<file path="src/rtl/instruction_fetch_unit_pkg.sv">
// Shared constants, state encoding and sizing helper for the instruction fetch unit.
package instruction_fetch_unit_pkg;

    localparam int          INSTRUCTION_LEN = 32;
    localparam int          IFU_ADDR_W      = 32;
    localparam int          IFU_FIFO_DEPTH  = 2;
    localparam logic [31:0] IFU_RESET_PC    = 32'h0000_0000;

    // IDLE: no request on the bus. REQ: mem_read asserted at the fetch PC.
    typedef enum logic {
        IFU_IDLE = 1'b0,
        IFU_REQ  = 1'b1
    } ifu_state_e;

    // Occupancy counter width: must represent 0..depth inclusive.
    function automatic int ifu_cnt_w(input int depth);
        return $clog2(depth) + 1;
    endfunction

endpackage

</file>
<file path="src/rtl/instruction_fetch_unit_fetch_fifo.sv">
// Fetch buffer: small synchronous FIFO of {instr, pc+4} entries.
// Flush empties the buffer and takes priority over a push in the same cycle.
module instruction_fetch_unit_fetch_fifo
    import instruction_fetch_unit_pkg::*;
#(
    parameter int WIDTH = 64,
    parameter int DEPTH = 2
) (
    input  logic                        clk,
    input  logic                        rst,
    input  logic                        push,
    input  logic                        pop,
    input  logic                        flush,
    input  logic [WIDTH-1:0]            din,
    output logic [WIDTH-1:0]            dout,
    output logic [ifu_cnt_w(DEPTH)-1:0] count
);

    localparam int                PTR_W  = $clog2(DEPTH);
    localparam int                CNT_W  = ifu_cnt_w(DEPTH);
    localparam logic [CNT_W-1:0]  FULL_C = CNT_W'(DEPTH);

    logic [WIDTH-1:0] r_mem [DEPTH];
    logic [PTR_W-1:0] r_wr_ptr;
    logic [PTR_W-1:0] r_rd_ptr;
    logic [CNT_W-1:0] r_count;
    logic             w_do_pop;
    logic             w_do_push;

    // Never pop an empty buffer; a push into a full buffer needs a same-cycle pop.
    assign w_do_pop  = pop & (r_count != '0);
    assign w_do_push = push & ((r_count != FULL_C) | w_do_pop);

    // Entry storage, written at the tail; contents are don't-care until pushed.
    always_ff @(posedge clk) begin
        if (w_do_push && !flush) begin
            r_mem[r_wr_ptr] <= din;
        end
    end

    // Pointer and occupancy bookkeeping; DEPTH is a power of two so pointers wrap naturally.
    always_ff @(posedge clk) begin
        if (rst || flush) begin
            r_wr_ptr <= '0;
            r_rd_ptr <= '0;
            r_count  <= '0;
        end else begin
            if (w_do_push) begin
                r_wr_ptr <= r_wr_ptr + PTR_W'(1);
            end
            if (w_do_pop) begin
                r_rd_ptr <= r_rd_ptr + PTR_W'(1);
            end
            r_count <= r_count + CNT_W'(w_do_push) - CNT_W'(w_do_pop);
        end
    end

    assign dout  = r_mem[r_rd_ptr];
    assign count = r_count;

endmodule

</file>
<file path="src/rtl/instruction_fetch_unit.sv">
// Instruction fetch unit: drives word reads to instruction memory, buffers the
// returned words and presents {instr, pc+4} to IF/ID. Handles decode freeze and
// EX branch redirect, including dropping a read that was in flight at the redirect.
module instruction_fetch_unit
    import instruction_fetch_unit_pkg::*;
#(
    parameter int                INSTR_W    = INSTRUCTION_LEN,
    parameter int                ADDR_W     = IFU_ADDR_W,
    parameter int                FIFO_DEPTH = IFU_FIFO_DEPTH,
    parameter logic [ADDR_W-1:0] RESET_PC   = ADDR_W'(IFU_RESET_PC)
) (
    input  logic               clk,
    input  logic               rst,
    output logic               mem_read,
    output logic [ADDR_W-1:0]  mem_addr,
    input  logic               mem_ready,
    input  logic [INSTR_W-1:0] mem_rdata,
    input  logic               branch_taken,
    input  logic [ADDR_W-1:0]  branch_addr,
    input  logic               freeze,
    output logic               if_valid,
    output logic [INSTR_W-1:0] if_instr,
    output logic [ADDR_W-1:0]  if_pc
);

    localparam int                 CNT_W      = ifu_cnt_w(FIFO_DEPTH);
    localparam int                 ENTRY_W    = INSTR_W + ADDR_W;
    localparam logic [CNT_W-1:0]   DEPTH_C    = CNT_W'(FIFO_DEPTH);
    localparam logic [CNT_W-1:0]   ONE_C      = CNT_W'(1);
    localparam logic [ADDR_W-1:0]  WORD_STEP  = ADDR_W'(4);
    localparam logic [ADDR_W-1:0]  ALIGN_MASK = ~ADDR_W'(3);

    ifu_state_e          r_state;
    ifu_state_e          w_state_next;
    logic [ADDR_W-1:0]   r_fetch_pc;
    logic [ADDR_W-1:0]   r_redirect_pc;
    logic                r_squash;
    logic [ENTRY_W-1:0]  r_hold;

    logic                w_req;
    logic                w_complete;
    logic                w_outstanding;
    logic                w_push;
    logic                w_pop;
    logic                w_if_valid;
    logic [ADDR_W-1:0]   w_target;
    logic [ENTRY_W-1:0]  w_fifo_din;
    logic [ENTRY_W-1:0]  w_fifo_dout;
    logic [ENTRY_W-1:0]  w_head;
    logic [CNT_W-1:0]    w_fifo_count;
    logic [CNT_W-1:0]    w_next_count;

    assign w_req         = (r_state == IFU_REQ);
    assign w_complete    = w_req & mem_ready;
    assign w_outstanding = w_req & ~mem_ready;
    assign w_if_valid    = (w_fifo_count != '0);
    // A redirect flushes the buffer, so neither the pop nor a response that cycle counts.
    assign w_pop         = w_if_valid & ~freeze & ~branch_taken;
    assign w_push        = w_complete & ~r_squash & ~branch_taken;
    assign w_target      = branch_addr & ALIGN_MASK;
    assign w_fifo_din    = {mem_rdata, r_fetch_pc + WORD_STEP};

    instruction_fetch_unit_fetch_fifo #(
        .WIDTH (ENTRY_W),
        .DEPTH (FIFO_DEPTH)
    ) u_fetch_fifo (
        .clk   (clk),
        .rst   (rst),
        .push  (w_push),
        .pop   (w_pop),
        .flush (branch_taken),
        .din   (w_fifo_din),
        .dout  (w_fifo_dout),
        .count (w_fifo_count)
    );

    // Occupancy after this cycle's push/pop/flush; decides whether a slot is free to request into.
    always_comb begin
        w_next_count = w_fifo_count;
        if (branch_taken) begin
            w_next_count = '0;
        end else begin
            if (w_push) begin
                w_next_count = w_next_count + ONE_C;
            end
            if (w_pop) begin
                w_next_count = w_next_count - ONE_C;
            end
        end
    end

    // FSM state register.
    always_ff @(posedge clk) begin
        if (rst) begin
            r_state <= IFU_IDLE;
        end else begin
            r_state <= w_state_next;
        end
    end

    // FSM next state: request while a slot is free; an unanswered request is held.
    always_comb begin
        w_state_next = r_state;
        case (r_state)
            IFU_IDLE: begin
                if (w_next_count < DEPTH_C) begin
                    w_state_next = IFU_REQ;
                end
            end
            IFU_REQ: begin
                if (mem_ready && (w_next_count >= DEPTH_C)) begin
                    w_state_next = IFU_IDLE;
                end
            end
            default: w_state_next = IFU_IDLE;
        endcase
    end

    // FSM outputs: the address bus is parked at zero whenever no request is issued.
    always_comb begin
        mem_read = 1'b0;
        mem_addr = '0;
        if (r_state == IFU_REQ) begin
            mem_read = 1'b1;
            mem_addr = r_fetch_pc;
        end
    end

    // Fetch PC and squash tracking. While a read is outstanding the bus address must
    // stay put, so a redirect is parked in r_redirect_pc until the response arrives.
    always_ff @(posedge clk) begin
        if (rst) begin
            r_fetch_pc    <= RESET_PC;
            r_redirect_pc <= RESET_PC;
            r_squash      <= 1'b0;
        end else if (branch_taken) begin
            if (w_outstanding) begin
                r_squash      <= 1'b1;
                r_redirect_pc <= w_target;
            end else begin
                r_fetch_pc <= w_target;
                r_squash   <= 1'b0;
            end
        end else if (w_complete) begin
            if (r_squash) begin
                r_fetch_pc <= r_redirect_pc;
                r_squash   <= 1'b0;
            end else begin
                r_fetch_pc <= r_fetch_pc + WORD_STEP;
            end
        end
    end

    // Last presented head entry, so if_instr/if_pc hold their values while the buffer is empty.
    always_ff @(posedge clk) begin
        if (rst) begin
            r_hold <= '0;
        end else if (w_if_valid) begin
            r_hold <= w_fifo_dout;
        end
    end

    assign w_head   = w_if_valid ? w_fifo_dout : r_hold;
    assign if_valid = w_if_valid;
    assign if_instr = w_head[ENTRY_W-1:ADDR_W];
    assign if_pc    = w_head[ADDR_W-1:0];

endmodule

</file>
<file path="config.mk">
export PLATFORM = sky130hd
export DESIGN_NAME = instruction_fetch_unit
export DESIGN_NICKNAME = d
export VERILOG_FILES = /design/src/rtl/instruction_fetch_unit_pkg.sv /design/src/rtl/instruction_fetch_unit_fetch_fifo.sv /design/src/rtl/instruction_fetch_unit.sv
export SDC_FILE = /design/constraint.sdc
export NUM_CORES = 1
export LEC_CHECK = 0
export CORE_MARGIN = 5
export CORE_UTILIZATION = 40
export CTS_CLUSTER_DIAMETER = 40
export DETAILED_ROUTE_END_ITERATION = 12
export PLACE_DENSITY = 0.66
export SLEW_MARGIN = 30
export SYNTH_ARGS = -nofsm -noshare
export SYNTH_HDL_FRONTEND = slang
export SYNTH_SLANG_ARGS = --single-unit
export TNS_END_PERCENT = 1
</file>
<file path="constraint.sdc">
create_clock -name clk -period 7.2 [get_ports clk]
set_input_delay 1.08 -clock clk [delete_from_list [all_inputs] [get_ports clk]]
set_output_delay 1.08 -clock clk [all_outputs]
set_load 0.1 [all_outputs]
</file>
==> results.cfg <==
[run_status]
status = finished clean

[timing]
tightestPinTransition_ns = 1.02
fmax_mhz = 212
period_share_pct = 65.4
setup_viol_count_final = 0
whs_ns = 0.450
period_minus_slack_ns = 4.71
tns_ns = 0
maxSlewViolCount = 0
rsz0062_at_grt = false
slew_headroom_pct = 31.6
hold_viol = 0
fin_skew_ns = 0.0179

[clocking]
post_cts_buffers = 0
cts.sinks = 255
cts-root-buf = clkbuf_16
h-tree-depth = 2
clk_pin_slew_ns = 0.06
clk_path_buf_depth = 3
ctsResizeCount = 0
ctsHoldBuffers = 0
cts_tree = built
cts_buffers = 38
clk-insertion-delay-late_ns = 0.51

[finish]
fin_cells = 1517
fin_area_um2 = 13900
layout_commonest_cell = nand2_1
drive_gt1_share_pct = 9.18
nFillCells = 2400
layout_common_cells = 155 x nand2_1, 153 x clkdlybuf4s50_1, 129 x dfxtp_1, 124 x edfxtp_1, 100 x o21ai_0
antenna_cells = 0
fin_nets = 1221
syn2layout_area_growth_pct = 28.6

[global_route]
grt_max_degree = 92
grt_pass1_vias = 7406
global_route.overflow_total = 0
grt_pass1_wl_mm = 40.1
track_usage_pct = 16.2
antenna_found_initial = 0

[die]
initial_utilization_pct = 40.3
rows = 60
die_w_um = 174
die_h_um = 174
fp.coreArea_um2 = 26800
ioPinCount = 167
die_area_um2 = 30400

[yosys]
yosysWarnings = 0
synth_top_family_by_area = simple AND/OR/NAND/NOR gates
synth_edf_count = 124
synth_simple_gate_area_share_pct = 17.6
synth-main-ff-cell = dfxtp_1
synth.largest_area_cell = edfxtp_1
synth_top_area_share_pct = 34.5
synthTopCellsByArea = edfxtp_1 34%, dfxtp_1 24%, mux2i_1 6.2%, nand2_1 5.4%, o21ai_0 4.6%
synthArstFlopShare_pct = 0
synth-xor-area-share_pct = 2.76
synth-seq-area-share_pct = 58.8
synthAdderAreaFrac_pct = 0.579
avgSynthCellArea_um2 = 10.7
synthMuxAreaShare_pct = 6.21
netlist_area_um2 = 10800
synth_cell_types = 61
syn_inst = 1005
synth_compound_area_share_pct = 10.7
ys_seq_elements = 255

[setup_path]
startpoint_type = flip-flop
critPathCaptureType = output port
cp_max_fo = 91
crit_type = flip-flop to output port
r2r_slack_ns = 3.59
worstPathRequired_ns = 6.12
cp.arrival_ns = 3.63

[route]
ant_nets = 0
routed_wl_mm = 25.5
avgRoutedWirePerCell_um = 16.8
avgViaCountPerCell = 5.07
drc_errors = 0
drt_iter0_drc = 409
routed-via-count = 7690
dr.pass1.iters = 5

[pwr]
power_leakage_nw = 4.79
powerDensity_nw_per_um2 = 276
p_total_mw = 3.84
ir_worst_vdd_v = 0.000166

[placement]
place.gp.congestion = 0.851
dp_hpwl_mm = 16.8
place.port_buffers = 162
place_inst = 1447
dpl_cell_area_um2 = 12600

[worst_hold_path]
hp-class = flip-flop to flip-flop

[job]
maxCapViolCount = 0
sequential cells by signal (all words and copies together), names as in the netlist, named ones only:
name / count
r_fetch_pc: 30
r_hold: 64
r_redirect_pc: 30
r_squash: 1
r_state: 1
u_fetch_fifo.count: 2
u_fetch_fifo.r_mem: 124
u_fetch_fifo.r_rd_ptr: 1
u_fetch_fifo.r_wr_ptr: 1
path summary, 6_finish.rpt:
path / startpoint / endpoint / depth (start not counted)
min reg2reg: r_redirect_pc[11] / r_redirect_pc[11] / 2
min: r_redirect_pc[11] / r_redirect_pc[11] / 2
max: u_fetch_fifo.count[0] / if_pc[18] / 6
max reg2reg: r_squash / u_fetch_fifo.r_mem[0][42] / 5
layer usage:
metal	part of all wire [%]	GRT usage, %
met1	46	22.0
met5	0	0
met3	5.4	3.46
met2	46	26.4
met4	1.9	4.42
final cells by class:
class                   count  area (um2)  area share (%)
clock buffers              45        1020            7.33
flip-flops and latches    255        6350            45.7
well taps                 341         427            3.07
inverters                  12        45.0           0.324
multi-input cells         669        4130            29.7
repair buffers            171        1660            11.9
clock inverters            24         262            1.88
synth_stat cells (8+ instances only):
library cell	count
a21oi_1	41
a22o_1	8
and2_1	34
buf_2	10
clkbuf_1	50
dfxtp_1	131
edfxtp_1	124
inv_1	12
mux2i_1	67
nand2_1	156
nand3_1	17
nand4_1	8
nor2_1	30
nor2b_1	69
nor3_1	15
o21ai_0	100
xnor2_1	24
xor2_1	10
where the power goes:
part,internal [mW],total [mW],switching [mW]
clock network,1.14,1.82,0.681
logic,0.123,0.414,0.291
registers,1.57,1.60,0.0356
total,2.83,3.84,1.01
critical path, stage by stage (launching register included):
cell             delay (ns)
dfxtp_1                0.32
inv_1                  0.14
ha_4                   0.39
buf_4                  0.70
nand2_1                0.09
o21ai_0                0.20
clkdlybuf4s50_1        1.22
logic make-up after synthesis:
group,Yosys count
compound gates,195
xor+xnor,34
fa+ha+maj,5
buf+inv,82
flops,255
mux,67
other cells,1
simple gates,366
through the flow:
step | setup slack (ns) | util, %
3_3_place_gp | 2.82 | 47.1
4_1_cts | 2.40 | 51.8
2_1_floorplan | 1.97 | -
5_1_grt | 2.24 | 51.8
3_5_place_dp | 2.75 | 47.0
6_report | 2.49 | 51.8
No activity file was read; power rests on OpenSTA's default activity.
